`src/rtl/muller_c_pkg.sv`:
```
// Shared constants and the clocked C-element next-state rule used by every
// control stage of the micropipeline.
package muller_c_pkg;

  localparam int CNT_W_DEF = 16;
  localparam int MAX_IN    = 8;

  // Bits at or above n are ignored; inv flips an input before the
  // all-ones / all-zeros test.
  function automatic logic c_next(input logic [MAX_IN-1:0] ins,
                                  input logic [MAX_IN-1:0] inv,
                                  input int                n,
                                  input logic              cur);
    logic all1;
    logic all0;
    logic v;
    all1 = 1'b1;
    all0 = 1'b1;
    for (int i = 0; i < MAX_IN; i++) begin
      if (i < n) begin
        v    = ins[i] ^ inv[i];
        all1 = all1 & v;
        all0 = all0 & ~v;
      end
    end
    if (all1) return 1'b1;
    if (all0) return 1'b0;
    return cur;
  endfunction

endpackage

```
`src/rtl/muller_c_cell.sv`:
```
// One registered C-element: output follows the (optionally inverted) inputs
// when they all agree, otherwise it keeps its previous value.
module muller_c_cell
  import muller_c_pkg::*;
#(
  parameter int              N_IN = 2,
  parameter logic [N_IN-1:0] INV  = '0
) (
  input  logic            clk,
  input  logic            rst,
  input  logic [N_IN-1:0] ins,
  output logic            c_q
);

  logic [MAX_IN-1:0] ins_x;
  logic [MAX_IN-1:0] inv_x;

  assign ins_x = MAX_IN'(ins);
  assign inv_x = MAX_IN'(INV);

  always_ff @(posedge clk) begin
    if (rst) c_q <= 1'b0;
    else     c_q <= c_next(ins_x, inv_x, N_IN, c_q);
  end

endmodule

```
`src/rtl/muller_c_pipe.sv`:
```
// Clocked four-phase micropipeline: DEPTH C-element stages with bundled data
// latches, handshake counters and a sticky protocol-violation flag.
module muller_c_pipe
  import muller_c_pkg::*;
#(
  parameter int DEPTH = 4,
  parameter int WIDTH = 8,
  parameter int CNT_W = CNT_W_DEF
) (
  input  logic             wb_clk_i,
  input  logic             wb_rst_i,
  input  logic             in_req,
  input  logic [WIDTH-1:0] in_data,
  output logic             in_ack,
  output logic             out_req,
  output logic [WIDTH-1:0] out_data,
  input  logic             out_ack,
  output logic [CNT_W-1:0] in_cnt,
  output logic [CNT_W-1:0] out_cnt,
  output logic             proto_err
);

  logic [DEPTH-1:0] c;
  logic [DEPTH-1:0] left;
  logic [DEPTH-1:0] right;
  logic [DEPTH-1:0] rise;
  logic [WIDTH-1:0] d [DEPTH];
  logic             in_req_q;
  logic             out_ack_q;

  // Each stage sees its predecessor and the inverted successor.
  for (genvar i = 0; i < DEPTH; i++) begin : g_stage
    if (i == 0) begin : g_first
      assign left[i] = in_req;
    end else begin : g_mid_l
      assign left[i] = c[i-1];
    end
    if (i == DEPTH - 1) begin : g_last
      assign right[i] = out_ack;
    end else begin : g_mid_r
      assign right[i] = c[i+1];
    end

    assign rise[i] = ~c[i] & left[i] & ~right[i];

    muller_c_cell #(
      .N_IN (2),
      .INV  (2'b10)
    ) u_cell (
      .clk (wb_clk_i),
      .rst (wb_rst_i),
      .ins ({right[i], left[i]}),
      .c_q (c[i])
    );
  end

  // A stage captures its predecessor's data on the same edge its control rises,
  // so the data is valid in the first cycle the control reads 1.
  always_ff @(posedge wb_clk_i) begin
    if (wb_rst_i) begin
      for (int i = 0; i < DEPTH; i++) d[i] <= '0;
    end else begin
      if (rise[0]) d[0] <= in_data;
      for (int i = 1; i < DEPTH; i++) begin
        if (rise[i]) d[i] <= d[i-1];
      end
    end
  end

  always_ff @(posedge wb_clk_i) begin
    if (wb_rst_i) begin
      in_cnt    <= '0;
      out_cnt   <= '0;
      proto_err <= 1'b0;
      in_req_q  <= 1'b0;
      out_ack_q <= 1'b0;
    end else begin
      in_req_q  <= in_req;
      out_ack_q <= out_ack;
      if (rise[0]) in_cnt <= in_cnt + 1'b1;
      if (out_ack && !out_ack_q && c[DEPTH-1]) out_cnt <= out_cnt + 1'b1;
      // Withdrawn request or spurious acknowledge; sticky until reset.
      if ((in_req_q && !in_req && !c[0]) || (!out_ack_q && out_ack && !c[DEPTH-1]))
        proto_err <= 1'b1;
    end
  end

  assign in_ack   = c[0];
  assign out_req  = c[DEPTH-1];
  assign out_data = d[DEPTH-1];

endmodule

```
`config.mk`:
```
export PLATFORM = sky130hd
export DESIGN_NAME = muller_c_pipe
export DESIGN_NICKNAME = d
export VERILOG_FILES = /design/src/rtl/muller_c_pkg.sv /design/src/rtl/muller_c_cell.sv /design/src/rtl/muller_c_pipe.sv
export SDC_FILE = /design/constraint.sdc
export NUM_CORES = 1
export LEC_CHECK = 0
export BUFFER_PORTS_ARGS = -buffer_cell sky130_fd_sc_hd__buf_4
export CAP_MARGIN = 15
export CELL_PAD_IN_SITES_DETAIL_PLACEMENT = 0
export CELL_PAD_IN_SITES_GLOBAL_PLACEMENT = 2
export CORE_MARGIN = 4
export CORE_UTILIZATION = 35
export CTS_CLUSTER_SIZE = 12
export DETAILED_ROUTE_END_ITERATION = 10
export PLACE_DENSITY_LB_ADDON = 0.1
export SLEW_MARGIN = 10
export SYNTH_ARGS = -nofsm -noshare
export SYNTH_HDL_FRONTEND = slang
export SYNTH_SLANG_ARGS = --single-unit
export TNS_END_PERCENT = 100
```
`constraint.sdc`:
```
create_clock -name wb_clk_i -period 3.6 [get_ports wb_clk_i]
set_input_delay 0.72 -clock wb_clk_i [delete_from_list [all_inputs] [get_ports wb_clk_i]]
set_output_delay 0.72 -clock wb_clk_i [all_outputs]
set_load 0.005 [all_outputs]
```
# Word-level counts from Yosys, hierarchy flattened
# Memories as Yosys holds them, arrays and structs flattened.
# Index checks and enable logic that the tools add are counted.
totals:
  output_inout_bits: 43
  n_memories: 1
  ram_bits: 32
  regBits: 39
  word_cells: 122
  in_bits: 12
mem_list:
  columns: ["name", "words", "word_bits", "rd", "rd_clocked_by_memory_dff", "wr", "line_no", "text"]
  rows:
  - ["d", 4, 8, 4, 0, 4, "muller_c_pipe.sv:27", "logic [WIDTH-1:0] d [DEPTH];"]
op_classes:
  n_mux: 70
  bitwise: 26
  n_addsub: 2
  n_reduce_logical: 14
op_table:
  columns: ["op", "n"]
  rows:
  - ["two-way mux 1 bit", 66]
  - ["adder 16 x 1 -> 16 bit (second input constant)", 2]
  - ["two-way mux 8 bit", 4]
  - ["bitwise AND 1 bit", 16]
  - ["nonzero test 2 bit", 4]
  - ["NOT 1 bit", 6]
  - ["logical AND 1 bit", 5]
  - ["logical NOT 1 bit", 4]
  - ["bitwise OR 1 bit", 4]
  - ["logical OR 1 bit", 1]

# Longest topological paths before layout
depth:
  depth_word: 9
  ltp_mapped: 6
  mapped_depth_nobuf: 5

# By module
# From an unflattened synthesis, not the netlist that was laid out.
hier_totals:
  hier_cells: 278
  hier_area_um2: 2981.6
by_module_without_submodules:
  columns: ["mod", "cells_per_inst", "area_each_um2", "seq_area_each_um2", "n_inst"]
  rows:
  - ["muller_c_pipe", 254, 2761.4, 1661.6, 1]
  - ["muller_c_cell", 6, 55.1, 20.0, 4]

# Worst setup path after synthesis
# Ideal clock, no wire load.
synth_path:
  path_kind: "input port to flip-flop"
  startpoint: "input in_req"
  endpoint: "register in_cnt[15]"
  path_stages: 6
  n_path_buf: 2
  setup_time_ns: 0.121
  path_slack_ns: 1.180
  arrival_time_ns: 2.299
  t_required_ns: 3.479
  path_cell_list: "or3b_1 > buf_2 > or4b_1 > buf_2 > nor3_1 > mux2_2"
synth_between:
  elab_chain_cells: 2
synth_lines:
  columns: ["item", "line_no", "text"]
  rows:
  - ["from (decl)", "muller_c_pipe.sv:12", "input logic in_req,"]
  - ["bitwise AND 1 bit (2 in a row)", "muller_c_pipe.sv:44", "assign rise[i] = ~c[i] & left[i] & ~right[i];"]
  - ["to (signal assigned)", "muller_c_pipe.sv:80", "if (rise[0]) in_cnt <= in_cnt + 1'b1;"]
  - ["to (decl)", "muller_c_pipe.sv:18", "output logic [CNT_W-1:0] in_cnt,"]
# No other way between the ends.
# A chain may end at the register's enable or synchronous reset.

# Worst setup path in the final report
# Same ends and word-level chain as after synthesis.

==> flow_metrics.env <==
export IMPL_status="finished, final reports clean"
export IMPL_synth_edf_count=32
export IMPL_rr_startpoint="g_stage[0].u_cell.c_q$_SDFFE_PP0P_"
export IMPL_ys_seq_elements=71
export IMPL_synth_cell_types=37
export IMPL_slew_limit_headroom=0.498
export IMPL_cts_sinks=71
export IMPL_track_usage=0.115
export IMPL_first_pass_iters=4
export IMPL_drtAntennaViolNets=0
export IMPL_wire_per_inst_um=12.3
export IMPL_netlist_area_um2=2940
export IMPL_cellLeakagePower_nw=1.40
export IMPL_hold_path_class="reg -> reg"
export IMPL_cts_tree="yes"
export IMPL_core_area_um2=8220
export IMPL_h_tree_depth=3
export IMPL_layout_commonest_cell="buf_4"
export IMPL_worstPathMaxFanout=9
export IMPL_worstMarginPinSlew_ps=751
export IMPL_fmax_ghz=0.447
export IMPL_required_ps=3830
export IMPL_ys_flop_type="dfxtp_1"
export IMPL_post_place_ws_ps=984
export IMPL_skew_ps=11.5
export IMPL_critPathLaunchType="primary input"
export IMPL_syn_to_final_growth_pct=23.0
export IMPL_gp_congestion=0.692
export IMPL_fin_tns_setup_ps=0
export IMPL_layout_cells_most_common_list="buf_4, dfxtp_1, nor2_1"
export IMPL_grt_pass1_wl_mm=9.05
export IMPL_syn_area_per_cell_um2=10.8
export IMPL_drive_above_1_share=0.221
export IMPL_cts_made_buffers=9
export IMPL_rr_worst_depth=4
export IMPL_p_per_area_nw_per_um2=495
export IMPL_setup_viol=0
export IMPL_fin_ws_ps=1360
export IMPL_ios=55
export IMPL_portBuffers=54
export IMPL_synth_nets=291
export IMPL_route_detailed_drc=0
export IMPL_synth_async_sr_flop_share=0
export IMPL_initial_utilization=0.358
export IMPL_dp_hpwl_mm=3.82
export IMPL_clk_pin_slew_ps=70
export IMPL_holdCritStartpoint="out_cnt[15]$_SDFFE_PP0P_"
export IMPL_fin_crit_sh=0.621
export IMPL_slew_viol_final=0
export IMPL_cts_repair_resized=0
export IMPL_r2r_end="in_cnt[15]$_SDFFE_PP0P_"
export IMPL_path_class="in -> reg"
export IMPL_root_buffer="clkbuf_8"
export IMPL_whs_ps=487
export IMPL_diodes=0
export IMPL_clkLatencyLatePin_ps=340
export IMPL_drtIter0Drc=56
export IMPL_hold_buffers=0
export IMPL_cp_end_kind="flop"
export IMPL_grt_overflow=0
export IMPL_postCtsSetupRepairBufs=0
export IMPL_dr_total_vias=2056
export IMPL_fin_nets=348
export IMPL_row_count=33
export IMPL_grt_pass1_vias=1926
export IMPL_hold_violations=0
export IMPL_ys_seq_area_frac=0.592
export IMPL_crit_start="in_req"
export IMPL_cap_violations=0
export IMPL_fp_dieW_um=99.7
export IMPL_cts_max_path_buffers=2
export IMPL_netlist_instances=273
export IMPL_viasPerCell=4.67
export IMPL_die_area_um2=9940
export IMPL_min_delay_path_depth=2
export IMPL_yosys_warnings=0
export IMPL_rsz0062_at_grt="false"
export IMPL_wl_mm=5.41
export IMPL_rrSetupSlack_ps=1420
export IMPL_grt_max_degree=49
export IMPL_arrival_ps=2460
export IMPL_whs_endpoint="out_cnt[15]$_SDFFE_PP0P_"
export IMPL_die_h_um=99.7
export IMPL_ir_worst_vdd_v=0.000161
export IMPL_antenna_found_initial=0
export IMPL_timing_final_crit_period_ps=2240
==> worst max-delay path, stage by stage <==
cell    delay, ps
buf_4          90
or3b_1        470
or4b_1        650
nor3_1        190
mux2_2        350
==> routing by layer <==
metal,vias to the layer above,global-route usage,part of all wire
li1,1071,-,-
met1,937,0.143,0.46
met2,41,0.181,0.47
met3,7,0.0323,0.050
met4,0,0.0599,0.017
met5,-,0,0
==> state kept, by name, indices dropped and copies added (netlist names) <==
signal,flops
in_cnt,16
d,32
out_cnt,16
g_stage.u_cell.c_q,4
out_ack_q,1
proto_err,1
in_req_q,1
==> synthesized netlist by cell type (3+ instances only) <==
cell type   n  area (µm²)
dfxtp_1    39         781
nor2_1     33         124
and2_1     32         200
edfxtp_1   32         961
a21oi_1    16        80.1
nand2_1    11        41.3
or3_1      10        62.6
inv_1       9        33.8
nand4_1     9        56.3
xnor2_1     9        78.8
xor2_1      9        78.8
o21ai_0     8        40.0
ha_1        6        75.1
nand3_1     6        30.0
clkbuf_1    5        18.8
nor3_1      5        25.0
and3_1      3        18.8
and4_1      3        26.3
nor4_1      3        18.8
==> power breakdown <==
part / internal, mW / switching (mW) / total (mW)
clock network: 0.249 / 0.298 / 0.548
registers: 0.957 / 0.0500 / 1.01
logic: 0.110 / 0.129 / 0.239
==> per-stage QoR <==
stage	power [mW]	utilization	cells	instance area, µm²
after floorplan	1.17	-	273	2940
after global placement	1.27	0.420	424	3450
after detailed placement	1.27	0.420	424	3450
after CTS	1.83	0.441	440	3620
after global routing	1.90	0.441	440	3620
final	1.79	0.441	440	3620
==> final cells by class <==
cell class,count,area [µm²]
tap,105,131
inverter,9,33.8
fill,826,4600
sequential,71,1740
clock inverter,7,50.0
multi-input combinational,185,1130
timing repair buffer,54,405
clock buffer,9,124
==> worst max-delay path by stage <==
| stage | endpoint | slack, ps | cells after the start |
|---|---|---|---|
| after global routing | in_cnt[15]$_SDFFE_PP0P_ | 1280 | 5 |
| after detailed placement | in_cnt[15]$_SDFFE_PP0P_ | 980 | 5 |
| after CTS | in_cnt[15]$_SDFFE_PP0P_ | 1350 | 5 |
| after floorplan | in_cnt[15]$_SDFFE_PP0P_ | 1180 | 6 |
| final | in_cnt[15]$_SDFFE_PP0P_ | 1360 | 5 |
| after global placement | in_cnt[15]$_SDFFE_PP0P_ | 1020 | 5 |
==> logic make-up after synthesis <==
group                    share of synthesized area
AND/OR/NAND/NOR                              0.244
AO/OA/AOI/OAI                               0.0548
multiplexers                               0.00723
buffers and inverters                       0.0225
XOR/XNOR                                    0.0536
adder cells (fa/ha/maj)                     0.0255
flip-flops                                   0.592
Note: power is estimated with default switching activity, not from simulation.
